<file path="config.mk">
export PLATFORM = sky130hd
export DESIGN_NAME = act_sram_arbiter_flat
export DESIGN_NICKNAME = d
export VERILOG_FILES = /design/src/rtl/act_sram_pkg.sv /design/src/rtl/act_sram_arbiter_if.sv /design/src/rtl/rr_pick.sv /design/src/rtl/act_sram_arbiter.sv /design/src/flat_wrapper.sv
export SDC_FILE = /design/constraint.sdc
export NUM_CORES = 1
export LEC_CHECK = 0
export ABC_AREA = 1
export BUFFER_PORTS_ARGS = -buffer_cell sky130_fd_sc_hd__buf_4
export CAP_MARGIN = 20
export CORE_AREA = 2 2 524 526
export CTS_BUF_LIST = sky130_fd_sc_hd__clkbuf_8 sky130_fd_sc_hd__clkbuf_16
export CTS_CLUSTER_DIAMETER = 200
export CTS_CLUSTER_SIZE = 20
export DETAILED_ROUTE_END_ITERATION = 16
export DIE_AREA = 0 0 526 528
export GPL_TIMING_DRIVEN = 0
export PLACE_DENSITY = 0.32
export SYNTH_ARGS = -nofsm -noshare
export SYNTH_HDL_FRONTEND = slang
export SYNTH_SLANG_ARGS = --single-unit
export TNS_END_PERCENT = 20
</file>
<file path="constraint.sdc">
create_clock -name clk -period 16.1 [get_ports clk]
set_input_delay 0 -clock clk [delete_from_list [all_inputs] [get_ports clk]]
set_output_delay 0 -clock clk [all_outputs]
set_load 0.1 [all_outputs]
</file>
<file path="src/rtl/act_sram_pkg.sv">
// rtl/act_sram_pkg.sv - shared widths and helpers for the activation SRAM arbiter
package act_sram_pkg;

    localparam int ACT_ADDR_W = 16;
    localparam int ACT_DATA_W = 128;
    localparam int ACT_BE_W   = 16;
    localparam int ACT_DEPTH  = 4096;

    // An all-zero byte-enable word marks a read request
    function automatic logic is_read(input logic [ACT_BE_W-1:0] be);
        return (be == '0);
    endfunction

endpackage

</file>
<file path="src/rtl/act_sram_arbiter_if.sv">
// rtl/act_sram_arbiter_if.sv - requester-side request/response bus of the activation SRAM arbiter
interface act_sram_arbiter_if
    import act_sram_pkg::*;
#(
    parameter int NUM_REQ = 4,
    parameter int ADDR_W  = ACT_ADDR_W,
    parameter int DATA_W  = ACT_DATA_W
);

    logic [NUM_REQ-1:0]               req_valid;
    logic [NUM_REQ-1:0]               req_ready;
    logic [NUM_REQ-1:0][ACT_BE_W-1:0] req_be;
    logic [NUM_REQ-1:0][ADDR_W-1:0]   req_addr;
    logic [NUM_REQ-1:0][DATA_W-1:0]   req_wdata;
    logic [NUM_REQ-1:0]               rsp_valid;
    logic [DATA_W-1:0]                rsp_rdata;

    modport master (
        output req_valid, req_be, req_addr, req_wdata,
        input  req_ready, rsp_valid, rsp_rdata
    );

    modport slave (
        input  req_valid, req_be, req_addr, req_wdata,
        output req_ready, rsp_valid, rsp_rdata
    );

endinterface

</file>
<file path="src/rtl/rr_pick.sv">
// rtl/rr_pick.sv - round-robin first-one finder starting at a pointer, with an exclude mask
module rr_pick #(
    parameter  int N     = 4,
    localparam int IDX_W = $clog2(N)
) (
    input  logic [N-1:0]     valid,
    input  logic [IDX_W-1:0] start,
    input  logic [N-1:0]     excl,
    output logic [N-1:0]     grant,
    output logic [IDX_W-1:0] idx,
    output logic             found
);

    logic [IDX_W-1:0] cur;

    // Walk the requesters once in ring order from start; the first eligible one wins
    always_comb begin
        grant = '0;
        idx   = '0;
        found = 1'b0;
        cur   = start;
        for (int k = 0; k < N; k++) begin
            if (!found && valid[cur] && !excl[cur]) begin
                found      = 1'b1;
                grant[cur] = 1'b1;
                idx        = cur;
            end
            cur = (cur == IDX_W'(N - 1)) ? '0 : cur + 1'b1;
        end
    end

endmodule

</file>
<file path="src/rtl/act_sram_arbiter.sv">
// rtl/act_sram_arbiter.sv - two-port round-robin arbiter in front of the activation SRAM
module act_sram_arbiter
    import act_sram_pkg::*;
#(
    parameter  int NUM_REQ = 4,
    parameter  int ADDR_W  = ACT_ADDR_W,
    parameter  int DATA_W  = ACT_DATA_W,
    parameter  int DEPTH   = ACT_DEPTH,
    localparam int IDX_W   = $clog2(NUM_REQ)
) (
    input  logic                clk,
    input  logic                rst_n,
    act_sram_arbiter_if.slave   bus,
    output logic                oob_err,
    output logic [ACT_BE_W-1:0] sram_wea0,
    output logic [ADDR_W-1:0]   sram_addr0,
    output logic [DATA_W-1:0]   sram_wdata0,
    input  logic [DATA_W-1:0]   sram_rdata0,
    output logic [ACT_BE_W-1:0] sram_wea1,
    output logic [ADDR_W-1:0]   sram_addr1,
    output logic [DATA_W-1:0]   sram_wdata1,
    input  logic [DATA_W-1:0]   sram_rdata1
);

    localparam logic [ADDR_W:0] DEPTH_X = (ADDR_W + 1)'(DEPTH);

    logic [IDX_W-1:0]   rr_ptr_q, rr_ptr_d;
    logic               rsp_vld_q, rsp_vld_d;
    logic [IDX_W-1:0]   rsp_idx_q, rsp_idx_d;
    logic               rsp_port_q, rsp_port_d;
    logic               rsp_oob_q, rsp_oob_d;
    logic               oob_err_q, oob_err_d;

    logic [NUM_REQ-1:0] grant_a, grant_b;
    logic [IDX_W-1:0]   idx_a, idx_b, start_b;
    logic               found_a, found_b;

    logic [ADDR_W-1:0]   addr_a, addr_b;
    logic [ACT_BE_W-1:0] be_a, be_b;
    logic [DATA_W-1:0]   wdata_a, wdata_b;
    logic                rd_a, rd_b, oob_a, oob_b;
    logic                conflict, two_reads, acc_a, acc_b;

    // B searches from the slot just after A, so it is the next requester in ring order
    assign start_b = (idx_a == IDX_W'(NUM_REQ - 1)) ? '0 : idx_a + 1'b1;

    rr_pick #(.N(NUM_REQ)) u_pick_a (
        .valid (bus.req_valid),
        .start (rr_ptr_q),
        .excl  ({NUM_REQ{1'b0}}),
        .grant (grant_a),
        .idx   (idx_a),
        .found (found_a)
    );

    rr_pick #(.N(NUM_REQ)) u_pick_b (
        .valid (bus.req_valid),
        .start (start_b),
        .excl  (grant_a),
        .grant (grant_b),
        .idx   (idx_b),
        .found (found_b)
    );

    // Qualify the two winners: B yields on a same-row write hazard or when both would read
    always_comb begin
        addr_a    = bus.req_addr[idx_a];
        addr_b    = bus.req_addr[idx_b];
        be_a      = bus.req_be[idx_a];
        be_b      = bus.req_be[idx_b];
        wdata_a   = bus.req_wdata[idx_a];
        wdata_b   = bus.req_wdata[idx_b];
        rd_a      = is_read(be_a);
        rd_b      = is_read(be_b);
        oob_a     = ({1'b0, addr_a} >= DEPTH_X);
        oob_b     = ({1'b0, addr_b} >= DEPTH_X);
        conflict  = (addr_a == addr_b) && !(rd_a && rd_b);
        two_reads = rd_a && rd_b;
        acc_a     = found_a && rst_n;
        acc_b     = found_b && rst_n && !conflict && !two_reads;
        bus.req_ready = (acc_a ? grant_a : '0) | (acc_b ? grant_b : '0);
    end

    // Drive the SRAM ports; out-of-range and idle ports park on row 0 with no write
    always_comb begin
        sram_wea0   = '0;
        sram_addr0  = '0;
        sram_wdata0 = '0;
        sram_wea1   = '0;
        sram_addr1  = '0;
        sram_wdata1 = '0;
        if (acc_a && !oob_a) begin
            sram_wea0   = be_a;
            sram_addr0  = addr_a;
            sram_wdata0 = wdata_a;
        end
        if (acc_b && !oob_b) begin
            sram_wea1   = be_b;
            sram_addr1  = addr_b;
            sram_wdata1 = wdata_b;
        end
    end

    // Next pointer, read-response tag and sticky error
    always_comb begin
        rr_ptr_d   = rr_ptr_q;
        rsp_vld_d  = 1'b0;
        rsp_idx_d  = rsp_idx_q;
        rsp_port_d = rsp_port_q;
        rsp_oob_d  = rsp_oob_q;
        oob_err_d  = oob_err_q | (acc_a & oob_a) | (acc_b & oob_b);
        if (acc_b) begin
            rr_ptr_d = (idx_b == IDX_W'(NUM_REQ - 1)) ? '0 : idx_b + 1'b1;
        end else if (acc_a) begin
            rr_ptr_d = start_b;
        end
        if (acc_a && rd_a) begin
            rsp_vld_d  = 1'b1;
            rsp_idx_d  = idx_a;
            rsp_port_d = 1'b0;
            rsp_oob_d  = oob_a;
        end else if (acc_b && rd_b) begin
            rsp_vld_d  = 1'b1;
            rsp_idx_d  = idx_b;
            rsp_port_d = 1'b1;
            rsp_oob_d  = oob_b;
        end
    end

    // State registers
    always_ff @(posedge clk or negedge rst_n) begin
        if (!rst_n) begin
            rr_ptr_q   <= '0;
            rsp_vld_q  <= 1'b0;
            rsp_idx_q  <= '0;
            rsp_port_q <= 1'b0;
            rsp_oob_q  <= 1'b0;
            oob_err_q  <= 1'b0;
        end else begin
            rr_ptr_q   <= rr_ptr_d;
            rsp_vld_q  <= rsp_vld_d;
            rsp_idx_q  <= rsp_idx_d;
            rsp_port_q <= rsp_port_d;
            rsp_oob_q  <= rsp_oob_d;
            oob_err_q  <= oob_err_d;
        end
    end

    // Return read data to the tagged requester; out-of-range reads return zero
    always_comb begin
        bus.rsp_valid = rsp_vld_q ? (NUM_REQ'(1) << rsp_idx_q) : '0;
        bus.rsp_rdata = '0;
        if (rsp_vld_q && !rsp_oob_q) begin
            bus.rsp_rdata = rsp_port_q ? sram_rdata1 : sram_rdata0;
        end
    end

    assign oob_err = oob_err_q;

endmodule

</file>
<file path="src/flat_wrapper.sv">
// flat-port wrapper written by rule: the top's interface ports become plain ports
module act_sram_arbiter_flat import act_sram_pkg::*;
#(
    parameter  int NUM_REQ = 4,
    parameter  int ADDR_W  = ACT_ADDR_W,
    parameter  int DATA_W  = ACT_DATA_W,
    parameter  int DEPTH   = ACT_DEPTH,
    localparam int IDX_W   = $clog2(NUM_REQ)
)
  (clk, rst_n, oob_err, sram_wea0, sram_addr0, sram_wdata0, sram_rdata0, sram_wea1, sram_addr1, sram_wdata1, sram_rdata1, bus_req_valid, bus_req_be, bus_req_addr, bus_req_wdata, bus_req_ready, bus_rsp_valid, bus_rsp_rdata);
  act_sram_arbiter_if #(.NUM_REQ(NUM_REQ), .ADDR_W(ADDR_W), .DATA_W(DATA_W)) bus_i ();
  input  logic clk;
  input  logic rst_n;
  output logic oob_err;
  output logic [ACT_BE_W-1:0] sram_wea0;
  output logic [ADDR_W-1:0] sram_addr0;
  output logic [DATA_W-1:0] sram_wdata0;
  input  logic [DATA_W-1:0] sram_rdata0;
  output logic [ACT_BE_W-1:0] sram_wea1;
  output logic [ADDR_W-1:0] sram_addr1;
  output logic [DATA_W-1:0] sram_wdata1;
  input  logic [DATA_W-1:0] sram_rdata1;
  input wire logic [$bits(bus_i.req_valid)-1:0] bus_req_valid;
  input wire logic [$bits(bus_i.req_be)-1:0] bus_req_be;
  input wire logic [$bits(bus_i.req_addr)-1:0] bus_req_addr;
  input wire logic [$bits(bus_i.req_wdata)-1:0] bus_req_wdata;
  output wire logic [$bits(bus_i.req_ready)-1:0] bus_req_ready;
  output wire logic [$bits(bus_i.rsp_valid)-1:0] bus_rsp_valid;
  output wire logic [$bits(bus_i.rsp_rdata)-1:0] bus_rsp_rdata;
  assign bus_i.req_valid = bus_req_valid;
  assign bus_i.req_be = bus_req_be;
  assign bus_i.req_addr = bus_req_addr;
  assign bus_i.req_wdata = bus_req_wdata;
  assign bus_req_ready = bus_i.req_ready;
  assign bus_rsp_valid = bus_i.rsp_valid;
  assign bus_rsp_rdata = bus_i.rsp_rdata;
  act_sram_arbiter #(.NUM_REQ(NUM_REQ), .ADDR_W(ADDR_W), .DATA_W(DATA_W), .DEPTH(DEPTH)) u_core (.clk(clk), .rst_n(rst_n), .bus(bus_i), .oob_err(oob_err), .sram_wea0(sram_wea0), .sram_addr0(sram_addr0), .sram_wdata0(sram_wdata0), .sram_rdata0(sram_rdata0), .sram_wea1(sram_wea1), .sram_addr1(sram_addr1), .sram_wdata1(sram_wdata1), .sram_rdata1(sram_rdata1));
endmodule
</file>
==> run summary <==
Total wirelength of the detailed-routed design: 278,000 um
Data arrival, critical path: 11.29 ns
Worst Max-Slew Pin Slew: 1.28 ns
Fraction of registers with async set/reset: 100%
Post-synthesis sequential area ratio: 1.32%
Max-capacitance violation count: 0
Final estimated routing congestion in global placement: 0.955
Initial DRC count: 2,667
Count of cell types in the netlist: 44
Number of buffers created by CTS: 3
Sequential cell area: 200 sq um
FP Rows: 192
Synthesized area per cell: 4.60 sq um
CP delay by family, top: buffers and inverters
CP Max Fanout: 12
Crit path max-delay cell type: clkbuf_1
H-Tree Level Count: 1
Crit path kind: flip-flop to primary output
Detail-routed net length per standard cell: 33.5 um
Number of global-route vias before repair: 30.2k
Longest Clk Path Bufs: 2
Layout cells sized above 1: 31.8%
Terminus of the critical flop-to-flop path: u_core.rr_ptr_q[0]
Number of placed instances with taps included: 8,257
Pin count of the biggest net entering global routing: 14
Number of storage elements in the synthesis netlist: 8
Post-CTS Setup Repair Bufs: 0
Worst hold path type: input port to asynchronous set/reset pin
Final number of setup-violating endpoints: 0
Total buffers and inverters traversed by the critical path: 20
Time the worst path needs with I/O delays and setup: 11.29 ns
Summed instance area of the synthesized netlist: 15,200 sq um
Remaining design rule violation count: 0
Half-perimeter wire length after placement: 247,000 um
Cell with the most instances after synthesis: nand2_1
Number of standard cells in the final layout excluding fillers: 8,307
Reg2reg start: u_core.rr_ptr_q[0]
Wire length of the first global-routing pass: 344,000 um
Summed negative setup slack over all endpoints: 0 ns
Synth top cells by count: nand2_1 (1,338), nor2_1 (499), a21oi_1 (277)
Area growth, synth to finish: 99.8%
Skew final: 0.00331 ns
Top area cells in the synthesized netlist: nand2_1 (33%), nor2_1 (12%), a21oi_1 (9.1%)
Relative slew margins: 13.6%
Max-slew violation count: 0
Count of filler cells inserted in the layout: 32.6k
Average vias per placed instance: 3.71
Setup repair after global routing missed its margin: no
Core area: 272,000 sq um
Clock Tree Root: clkbuf_16
Most frequent CP cell: nand2_1
Reg2reg setup slack: 6.22 ns
Antenna violations before repair: 110
Total congestion overflow: 0
Prevailing post-synth register cell: dfrtp_1
Initial DRT Pass Iterations: 8
Run status: completed
Worst-Skew Late Latency: 0.23 ns
Number of nets in the layout: 5,591
Post-synthesis instance total: 3,295
Fin crit share: 70.2%
Number of flops mapped to enable cells by yosys: 0
Maximum single-stage delay on the critical path: 0.77 ns
Post-detailed-route count of antenna-violating nets: 0
Max Fclk: 0.0885 GHz
Cell depth of the worst flop-to-flop path: 37
Multi-input combinational cell area: 13,100 sq um
Clock slew seen by the registers of the worst setup and hold paths: 0.04 ns
Clock tree from TritonCTS: done
Top cell type's share of synthesized area: 33.1%
Startpoint type of the worst setup path: flip-flop
Global router's overall resource usage: 18.9%
DR vias: 30.8k
Vertical die dimension: 528 um
Largest area contributor in the synthesized netlist: nand2_1
Clock Sinks: 8
I/O pin total: 1,359
Element type at the critical path end: primary output
Count of port buffers added during placement: 1,350
Final hold violations: 0
Initial core utilization: 5.56%
Data required time at the worst endpoint: 16.10 ns
Width of the chip: 526 um
Die Area: 278,000 sq um
Yosys warning total: 0
## worst max-delay path by stage
stage | endpoint | depth (start not counted) | from
after floorplan | sram_wea1[10] | 43 | u_core.rr_ptr_q[0]
after global placement | sram_wdata1[54] | 34 | u_core.rr_ptr_q[0]
after global routing | sram_wdata1[111] | 46 | u_core.rr_ptr_q[0]
after detailed placement | sram_wdata1[111] | 46 | u_core.rr_ptr_q[0]
after CTS | sram_wdata1[111] | 46 | u_core.rr_ptr_q[0]
final | sram_wdata1[111] | 48 | u_core.rr_ptr_q[0]
## stage by stage
step,util [%],setup slack (ns),area [sq um],hold WS [ns]
2_1_floorplan,-,8.18,15200,-0.296
3_3_place_gp,10.9,2.85,29800,-0.138
3_5_place_dp,11.0,4.99,30100,-0.137
4_1_cts,11.1,4.72,30200,0.258
5_1_grt,11.1,4.14,30300,0.270
6_report,11.1,4.81,30300,0.226
## cells by family (layout without fill, tap and decap cells)
logic type / after synthesis / count (layout) / share of synthesized area (%)
flip-flops: 8 / 8 / 1.32
AND/OR/NAND/NOR: 2072 / 2072 / 54.5
AO/OA/AOI/OAI: 746 / 746 / 30.6
buffers and inverters: 453 / 1823 / 12.3
other: 1 / 54 / 0.0247
adder cells (fa/ha/maj): 15 / 15 / 1.24
## cells in the final DEF, fill, tap and decap left out, drive strengths merged
master	n
a211oi	1
a21oi	278
a221oi	3
a311oi	6
a31oi	121
a32o	127
a32oi	15
and2	2
buf	1421
clkbuf	247
clkinv	1
conb	8
dfrtp	8
diode	46
dlygate4sd3	1
ha	15
inv	153
nand2	1351
nand3	172
nand3b	2
nand4	10
nor2	504
nor3	4
nor3b	13
nor4	1
o2111ai	1
o211ai	1
o21a	1
o21ai	187
o21bai	1
o22ai	3
o32a	1
or2	13
## area by class of cell
cell class / count / area share [%]
plain buffers: 299 / 4.32
multi-input cells: 2841 / 43.3
repair buffers: 1367 / 34.3
well taps: 3589 / 14.8
inverters: 154 / 1.91
clock buffers: 3 / 0.248
diodes: 46 / 0.380
flip-flops and latches: 8 / 0.661
## registers in the layout (all words and copies together), names as in the netlist
signal,cells
u_core.oob_err,1
u_core.rr_ptr_q,2
u_core.rsp_idx_q,2
u_core.rsp_oob_q,1
u_core.rsp_port_q,1
u_core.rsp_vld_q,1
## what timing repair did
action | 4_1_cts | 5_1_grt
hold endpoints to repair | 8 | 0
hold buffers | 1 | 0
resized for setup | 0 | 0
## per-layer routing
metal / global-route usage (%) / share of wire, % / up-vias
met4: 6.56 / 3.9 / 52
met1: 20.6 / 37 / 15078
met2: 32.5 / 48 / 1709
met3: 8.23 / 11 / 327
met5: 0 / 0.13 / -
li1: - / - / 13672
Power is left out: the tool's default activity adds up to more than one toggle a clock period on the data nets, which glitch-free logic cannot reach.
